--- src/rtl/mem_arbiter_if.sv ---
// Bundle of the two requester ports, the shared-memory side and the
// contention counter. The arbiter binds the slave modport.
interface mem_arbiter_if #(
    parameter int CNT_W = 16
);
    // Handshake: a requester raises mX_req with we/addr/wdata and holds all of
    // them stable until mX_gnt is seen high in the same cycle; that cycle is the
    // transfer. Reads return on mX_rvalid one cycle later with data on rdata.
    logic             m0_req;
    logic             m1_req;
    logic             m0_we;
    logic             m1_we;
    logic [31:0]      m0_addr;
    logic [31:0]      m1_addr;
    logic [31:0]      m0_wdata;
    logic [31:0]      m1_wdata;
    logic             m1_lock;
    logic             m0_gnt;
    logic             m1_gnt;
    logic             m0_rvalid;
    logic             m1_rvalid;
    logic [31:0]      rdata;
    logic [31:0]      mem_addr;
    logic [31:0]      mem_wdata;
    logic             mem_read;
    logic             mem_write;
    logic [31:0]      mem_rdata;
    logic [CNT_W-1:0] conflict_cnt;

    modport master (
        output m0_req, m1_req, m0_we, m1_we,
        output m0_addr, m1_addr, m0_wdata, m1_wdata,
        output m1_lock, mem_rdata,
        input  m0_gnt, m1_gnt, m0_rvalid, m1_rvalid, rdata,
        input  mem_addr, mem_wdata, mem_read, mem_write, conflict_cnt
    );

    modport slave (
        input  m0_req, m1_req, m0_we, m1_we,
        input  m0_addr, m1_addr, m0_wdata, m1_wdata,
        input  m1_lock, mem_rdata,
        output m0_gnt, m1_gnt, m0_rvalid, m1_rvalid, rdata,
        output mem_addr, mem_wdata, mem_read, mem_write, conflict_cnt
    );
endinterface

--- src/rtl/mem_arbiter.sv ---
// Two-port arbiter in front of a single-ported data memory: round-robin owner
// FSM, bounded burst hold for port 1, registered read return, contention counter.
module mem_arbiter #(
    parameter int MAX_BURST = 4,
    parameter int CNT_W     = 16
) (
    input  logic         clk,
    input  logic         reset,
    mem_arbiter_if.slave bus,
    output logic [1:0]   o_dbg_state
);

    typedef enum logic [1:0] {
        ST_IDLE = 2'd0,
        ST_OWN0 = 2'd1,
        ST_OWN1 = 2'd2
    } state_t;

    localparam logic [3:0] BURST_LAST = 4'(MAX_BURST - 1);

    state_t           r_state;
    state_t           w_next_state;
    logic             r_last_grant;
    logic [3:0]       r_burst_cnt;
    logic [31:0]      r_rdata;
    logic             r_m0_rvalid;
    logic             r_m1_rvalid;
    logic [CNT_W-1:0] r_conflict_cnt;

    logic             w_m0_gnt;
    logic             w_m1_gnt;
    logic             w_burst_hold;
    logic             w_contend;
    logic [31:0]      w_mem_addr;
    logic [31:0]      w_mem_wdata;
    logic             w_mem_read;
    logic             w_mem_write;

    assign w_m0_gnt     = (r_state == ST_OWN0) & bus.m0_req;
    assign w_m1_gnt     = (r_state == ST_OWN1) & bus.m1_req;
    assign w_burst_hold = bus.m1_req & bus.m1_lock & (r_burst_cnt < BURST_LAST);
    assign w_contend    = (bus.m0_req & ~w_m0_gnt) | (bus.m1_req & ~w_m1_gnt);

    always_ff @(posedge clk or posedge reset) begin
        if (reset) begin
            r_state <= ST_IDLE;
        end else begin
            r_state <= w_next_state;
        end
    end

    // The requester that lost the last grant wins a tie out of IDLE.
    always_comb begin
        w_next_state = r_state;
        case (r_state)
            ST_IDLE: begin
                if (bus.m0_req && bus.m1_req) begin
                    w_next_state = r_last_grant ? ST_OWN0 : ST_OWN1;
                end else if (bus.m0_req) begin
                    w_next_state = ST_OWN0;
                end else if (bus.m1_req) begin
                    w_next_state = ST_OWN1;
                end else begin
                    w_next_state = ST_IDLE;
                end
            end
            ST_OWN0: begin
                if (bus.m1_req) begin
                    w_next_state = ST_OWN1;
                end else if (bus.m0_req) begin
                    w_next_state = ST_OWN0;
                end else begin
                    w_next_state = ST_IDLE;
                end
            end
            ST_OWN1: begin
                if (w_burst_hold) begin
                    w_next_state = ST_OWN1;
                end else if (bus.m0_req) begin
                    w_next_state = ST_OWN0;
                end else if (bus.m1_req) begin
                    w_next_state = ST_OWN1;
                end else begin
                    w_next_state = ST_IDLE;
                end
            end
            default: w_next_state = ST_IDLE;
        endcase
    end

    always_comb begin
        w_mem_addr  = 32'h0;
        w_mem_wdata = 32'h0;
        w_mem_read  = 1'b0;
        w_mem_write = 1'b0;
        if (w_m0_gnt) begin
            w_mem_addr  = bus.m0_addr;
            w_mem_wdata = bus.m0_wdata;
            w_mem_write = bus.m0_we;
            w_mem_read  = ~bus.m0_we;
        end else if (w_m1_gnt) begin
            w_mem_addr  = bus.m1_addr;
            w_mem_wdata = bus.m1_wdata;
            w_mem_write = bus.m1_we;
            w_mem_read  = ~bus.m1_we;
        end
    end

    // Counter saturates so a long unlocked tenure cannot wrap into extra lock grants.
    always_ff @(posedge clk or posedge reset) begin
        if (reset) begin
            r_burst_cnt <= 4'd0;
        end else if ((r_state == ST_OWN1) && (w_next_state != ST_OWN1)) begin
            r_burst_cnt <= 4'd0;
        end else if (w_m1_gnt && (r_burst_cnt != 4'hF)) begin
            r_burst_cnt <= r_burst_cnt + 4'd1;
        end
    end

    always_ff @(posedge clk or posedge reset) begin
        if (reset) begin
            r_last_grant <= 1'b1;
        end else if (w_m0_gnt) begin
            r_last_grant <= 1'b0;
        end else if (w_m1_gnt) begin
            r_last_grant <= 1'b1;
        end
    end

    always_ff @(posedge clk or posedge reset) begin
        if (reset) begin
            r_rdata     <= 32'h0;
            r_m0_rvalid <= 1'b0;
            r_m1_rvalid <= 1'b0;
        end else begin
            r_m0_rvalid <= w_m0_gnt & ~bus.m0_we;
            r_m1_rvalid <= w_m1_gnt & ~bus.m1_we;
            if (w_mem_read) begin
                r_rdata <= bus.mem_rdata;
            end
        end
    end

    always_ff @(posedge clk or posedge reset) begin
        if (reset) begin
            r_conflict_cnt <= '0;
        end else if (w_contend && (r_conflict_cnt != {CNT_W{1'b1}})) begin
            r_conflict_cnt <= r_conflict_cnt + 1'b1;
        end
    end

    assign bus.m0_gnt       = w_m0_gnt;
    assign bus.m1_gnt       = w_m1_gnt;
    assign bus.m0_rvalid    = r_m0_rvalid;
    assign bus.m1_rvalid    = r_m1_rvalid;
    assign bus.rdata        = r_rdata;
    assign bus.mem_addr     = w_mem_addr;
    assign bus.mem_wdata    = w_mem_wdata;
    assign bus.mem_read     = w_mem_read;
    assign bus.mem_write    = w_mem_write;
    assign bus.conflict_cnt = r_conflict_cnt;
    assign o_dbg_state      = r_state;

endmodule

--- src/flat_wrapper.sv ---
// flat-port wrapper written by rule: the top's interface ports become plain ports
module mem_arbiter_flat 
#(
    parameter int MAX_BURST = 4,
    parameter int CNT_W     = 16
)
  (clk, reset, o_dbg_state, bus_m0_req, bus_m1_req, bus_m0_we, bus_m1_we, bus_m0_addr, bus_m1_addr, bus_m0_wdata, bus_m1_wdata, bus_m1_lock, bus_mem_rdata, bus_m0_gnt, bus_m1_gnt, bus_m0_rvalid, bus_m1_rvalid, bus_rdata, bus_mem_addr, bus_mem_wdata, bus_mem_read, bus_mem_write, bus_conflict_cnt);
  mem_arbiter_if #(.CNT_W(CNT_W)) bus_i ();
  input  logic clk;
  input  logic reset;
  output logic [1:0] o_dbg_state;
  input wire logic [$bits(bus_i.m0_req)-1:0] bus_m0_req;
  input wire logic [$bits(bus_i.m1_req)-1:0] bus_m1_req;
  input wire logic [$bits(bus_i.m0_we)-1:0] bus_m0_we;
  input wire logic [$bits(bus_i.m1_we)-1:0] bus_m1_we;
  input wire logic [$bits(bus_i.m0_addr)-1:0] bus_m0_addr;
  input wire logic [$bits(bus_i.m1_addr)-1:0] bus_m1_addr;
  input wire logic [$bits(bus_i.m0_wdata)-1:0] bus_m0_wdata;
  input wire logic [$bits(bus_i.m1_wdata)-1:0] bus_m1_wdata;
  input wire logic [$bits(bus_i.m1_lock)-1:0] bus_m1_lock;
  input wire logic [$bits(bus_i.mem_rdata)-1:0] bus_mem_rdata;
  output wire logic [$bits(bus_i.m0_gnt)-1:0] bus_m0_gnt;
  output wire logic [$bits(bus_i.m1_gnt)-1:0] bus_m1_gnt;
  output wire logic [$bits(bus_i.m0_rvalid)-1:0] bus_m0_rvalid;
  output wire logic [$bits(bus_i.m1_rvalid)-1:0] bus_m1_rvalid;
  output wire logic [$bits(bus_i.rdata)-1:0] bus_rdata;
  output wire logic [$bits(bus_i.mem_addr)-1:0] bus_mem_addr;
  output wire logic [$bits(bus_i.mem_wdata)-1:0] bus_mem_wdata;
  output wire logic [$bits(bus_i.mem_read)-1:0] bus_mem_read;
  output wire logic [$bits(bus_i.mem_write)-1:0] bus_mem_write;
  output wire logic [$bits(bus_i.conflict_cnt)-1:0] bus_conflict_cnt;
  assign bus_i.m0_req = bus_m0_req;
  assign bus_i.m1_req = bus_m1_req;
  assign bus_i.m0_we = bus_m0_we;
  assign bus_i.m1_we = bus_m1_we;
  assign bus_i.m0_addr = bus_m0_addr;
  assign bus_i.m1_addr = bus_m1_addr;
  assign bus_i.m0_wdata = bus_m0_wdata;
  assign bus_i.m1_wdata = bus_m1_wdata;
  assign bus_i.m1_lock = bus_m1_lock;
  assign bus_i.mem_rdata = bus_mem_rdata;
  assign bus_m0_gnt = bus_i.m0_gnt;
  assign bus_m1_gnt = bus_i.m1_gnt;
  assign bus_m0_rvalid = bus_i.m0_rvalid;
  assign bus_m1_rvalid = bus_i.m1_rvalid;
  assign bus_rdata = bus_i.rdata;
  assign bus_mem_addr = bus_i.mem_addr;
  assign bus_mem_wdata = bus_i.mem_wdata;
  assign bus_mem_read = bus_i.mem_read;
  assign bus_mem_write = bus_i.mem_write;
  assign bus_conflict_cnt = bus_i.conflict_cnt;
  mem_arbiter #(.MAX_BURST(MAX_BURST), .CNT_W(CNT_W)) u_core (.clk(clk), .reset(reset), .bus(bus_i), .o_dbg_state(o_dbg_state));
endmodule
--- config.mk ---
export PLATFORM = sky130hd
export DESIGN_NAME = mem_arbiter_flat
export DESIGN_NICKNAME = d
export VERILOG_FILES = /design/src/rtl/mem_arbiter_if.sv /design/src/rtl/mem_arbiter.sv /design/src/flat_wrapper.sv
export SDC_FILE = /design/constraint.sdc
export NUM_CORES = 1
export LEC_CHECK = 0
export CORE_AREA = 5 5 109 111
export DETAILED_ROUTE_END_ITERATION = 16
export DIE_AREA = 0 0 114 116
export GPL_ROUTABILITY_DRIVEN = 0
export GPL_TIMING_DRIVEN = 0
export PLACE_DENSITY = 0.78
export SLEW_MARGIN = 20
export SYNTH_ARGS = -nofsm -noshare
export SYNTH_HDL_FRONTEND = slang
export SYNTH_SLANG_ARGS = --single-unit
--- constraint.sdc ---
create_clock -name clk -period 2.3 [get_ports clk]
set_clock_uncertainty 0.05 [all_clocks]
set_input_delay 0.46 -clock clk [delete_from_list [all_inputs] [get_ports clk]]
set_output_delay 0.46 -clock clk [all_outputs]
set_load 0.05 [all_outputs]
==> results of run 1 <==
[worst max-delay path, cell delays in order]
cell and delay [ns]:
clkdlybuf4s15_2 0.25, and3b_2 0.26, buf_2 0.16, buf_4 0.18, a22o_2 0.28, buf_6 0.16
[path summary, 6_finish.rpt]
kind                                                    to  slack (ns)
min in group asynchronous             u_core.bus.rdata[15]        0.56
worst min-delay path            u_core.bus.conflict_cnt[8]        0.45
worst max-delay path                      bus_mem_addr[24]        0.04
max in group asynchronous            u_core.o_dbg_state[0]        1.13
worst max register to register        u_core.bus.rdata[16]        0.40
worst min register to register  u_core.bus.conflict_cnt[8]        0.45
[power by group through the flow]
stage / Sequential (mW) / Clock, mW / Combinational [mW]
final: 1.69 / 1.19 / 5.06
after global routing: 1.75 / 1.27 / 5.25
after CTS: 1.69 / 1.22 / 4.94
after detailed placement: 1.71 / 0 / 4.87
after global placement: 1.69 / 0 / 4.83
after floorplan: 2.96 / 0 / 1.89
[flip-flops by register name (all words and copies together), names as in the netlist]
| name | count |
|---|---|
| u_core.bus.m1_rvalid | 1 |
| u_core.r_burst_cnt | 4 |
| u_core.r_last_grant | 1 |
| u_core.bus.m0_rvalid | 1 |
| u_core.bus.conflict_cnt | 16 |
| u_core.o_dbg_state | 2 |
| u_core.bus.rdata | 32 |
[cell usage after synthesis, drive strengths merged]
cell type	n
nor2	11
dfstp	1
nor4b	1
a21o	2
and3	2
o21ai	1
mux2	33
and3b	1
nand3	11
inv	5
a21oi	6
and2b	1
nand2b	2
and4b	1
xnor2	11
a31oi	1
ha	2
and2	3
nor2b	1
dfrtp	56
nand4b	1
nand2	8
or2	1
o32ai	1
nor4	1
nand4	5
clkbuf	9
and4	1
nand3b	2
xor2	2
a22o	65
buf	10
o211a	2
a41oi	2
mux2i	1
nor3	3
nor3b	1
[timing repair]
action | CTS | global route
endpoints found under the setup margin | 68 | 64
endpoints found under the hold margin | 0 | 0
pin swaps | 2 | 0
gates resized for setup | 450 | 58
buffers inserted | 3 | 6
gates cloned | 0 | 1
[cells by family (layout without fill, tap and decap cells)]
kind of cell / after synthesis / in the layout
buffers and inverters: 24 / 336
AO/OA/AOI/OAI: 80 / 80
AND/OR/NAND/NOR: 57 / 57
multiplexers: 34 / 34
XOR/XNOR: 13 / 13
adder cells (fa/ha/maj): 2 / 2
flip-flops: 57 / 57
[metrics by stage]
stage / setup WS (ns) / total power [mW] / cells
CTS: 0.000842 / 7.85 / 712
floorplan: 0.108 / 4.85 / 267
global route: -0.0411 / 8.27 / 719
global placement: -1.37 / 6.52 / 693
detailed placement: -1.37 / 6.58 / 693
finish: 0.0446 / 7.94 / 719
[cell usage in the layout (no fill, tap or decap), types with 3 or more instances in the layout]
master           synthesis  routed
nand2_1                  8       8
buf_8                    0       3
mux2_2                   3       3
clkdlybuf4s50_1          0     216
xnor2_1                 11      11
mux2_4                  29      29
dfrtp_1                 56      54
buf_4                    0      29
nand4_1                  5       5
clkbuf_8                 0      12
a22o_1                  65      15
a21oi_1                  6       6
a22o_2                   0      49
buf_2                    3       6
buf_6                    3      53
nor3_1                   3       3
nand3_1                 11      11
clkbuf_4                 0       4
and2_1                   3       3
nor2_1                   9       9
bufinv_16                0       3
[cell type report]
| type | count | area (um2) |
|---|---|---|
| well taps | 140 | 175 |
| inverters | 5 | 21.3 |
| clock inverters | 4 | 98.8 |
| multi-input cells | 186 | 1720 |
| clock buffers | 12 | 155 |
| plain buffers | 19 | 188 |
| repair buffers | 296 | 2950 |
| flip-flops and latches | 57 | 1430 |
| fillers | 866 | 3960 |
[layer usage]
metal  track usage  vias up  share of wire
met4        0.0325        0          0.011
met5             0        -              0
met2         0.336      175           0.50
met1         0.244     1680           0.39
met3        0.0773       16          0.092
li1              -     1632              -
==> out/results.txt, run 1 <==
Post-Syn Area -> 0.00319 mm2
Slew Viols, Final -> 0
number of remaining DRC errors -> 0
Synth top area share -> 0.439
fmax -> 443 MHz
ratio of cells with drive above 1 in the final layout -> 0.359
CP max FO -> 10
via count -> 3,503
number of hold buffers added after CTS -> 0
post-DP HPWL -> 11,500 um
hold path start -> u_core.bus.conflict_cnt[8]
initial core utilization -> 0.298
average wire per standard cell -> 19.8 um
area delta synth->final -> 111%
run status -> finished, final reports clean
power share of the sequential group -> 0.213
Pint -> 4.25 mW
Ant. Diodes -> 0
Post-Synth XOR/XNOR Area -> 0.0357
Yosys warning count -> 0
Final Cell Area -> 0.00674 mm2
Seq cells post-synth -> 57
post-synthesis mux area share -> 0.154
initial antenna violation count -> 0
worst IR drop on VDD -> 883 uV
Slew @ Worst Pin -> 0.702 ns
Setup TNS -> 0 ns
Pwr Density -> 1180 mW/mm2
synth top area cells -> dfrtp_1 44%, a22o_1 18%, mux2_4 14%
Hold Fails Final Rpt -> 0
H-tree depth -> 3
Data required, critical path -> 1.79 ns
Worst setup EP type -> output pin
syn_nets -> 436
WL final -> 14,300 um
die area -> 0.0132 mm2
GRT overflow -> 0
Leakage -> 3.02 nW
Critical Path Start Type -> input pin
Hold Crit Class -> reg -> reg
vias per inst -> 4.87
Syn Area/Cell -> 11.9 um2
starting DRC count in detailed routing -> 188
clock sink count -> 57
worst rel slew slack -> 0.532
die extent in x -> 114 um
Clock Pin Slew Worst Setup and Hold Paths -> 0.07 ns
count of input and output buffers -> 286
Area after DPL -> 0.00630 mm2
clk_lat worst skew -> 0.32 ns
Net Switching -> 3.69 mW
Tcrit/Tclk final -> 0.981
Worst Setup SP -> bus_m1_req
switch share -> 0.464
fin util -> 0.630
core area -> 0.0107 mm2
IO Pins -> 287
reg2reg start -> u_core.o_dbg_state[1]
Synth Area in Adders -> 0.00785
WS Path Type -> in -> out
die height -> 116 um
hold slack -> 0.449 ns
drt pass-1 iters -> 4
global-route wire length before repair -> 20,500 um
Reg2Reg Depth -> 7
Worst Hold Depth -> 1
Routed Antenna Nets -> 0
clock share of power -> 0.150
CTS max path bufs -> 2
cell taking the most area after synthesis -> dfrtp_1
Synth cell types -> 44
vias in the first global route -> 3,766
total CTS buffers -> 9
Worst EP arrival -> 1.75 ns
Clock Tree Root -> clkbuf_8
RSZ-0062 raised after global routing -> true
CTS tree -> yes
Max-Cap Viols -> 0
Final setup viols -> 0
Cells after Synth -> 267
largest net degree at the start of global routing -> 58
post-synthesis sequential area ratio -> 0.448
Tot GR Track Use -> 0.198
largest family of logic cells by synthesized area -> compound AO/OA/AOI/OAI gates
post-synthesis simple-gate area fraction -> 0.108
Core Rows -> 38
Logic pwr share -> 0.637
fraction of the mapped netlist area in compound gates -> 0.211
Layout Nets -> 743
Tmin final -> 2.26 ns
Note: power is estimated with default switching activity, not from simulation.
==> run 2: changes to the inputs <==
--- a/config.mk
+++ b/config.mk
@@ -6,6 +6,7 @@
 export NUM_CORES = 1
 export LEC_CHECK = 0
 export CORE_AREA = 5 5 109 111
+export CTS_CLUSTER_DIAMETER = 100
 export DETAILED_ROUTE_END_ITERATION = 16
 export DIE_AREA = 0 0 114 116
 export GPL_ROUTABILITY_DRIVEN = 0
==> results of run 2 <==
Final layout, timing and power as in run 1 (identical DEF).
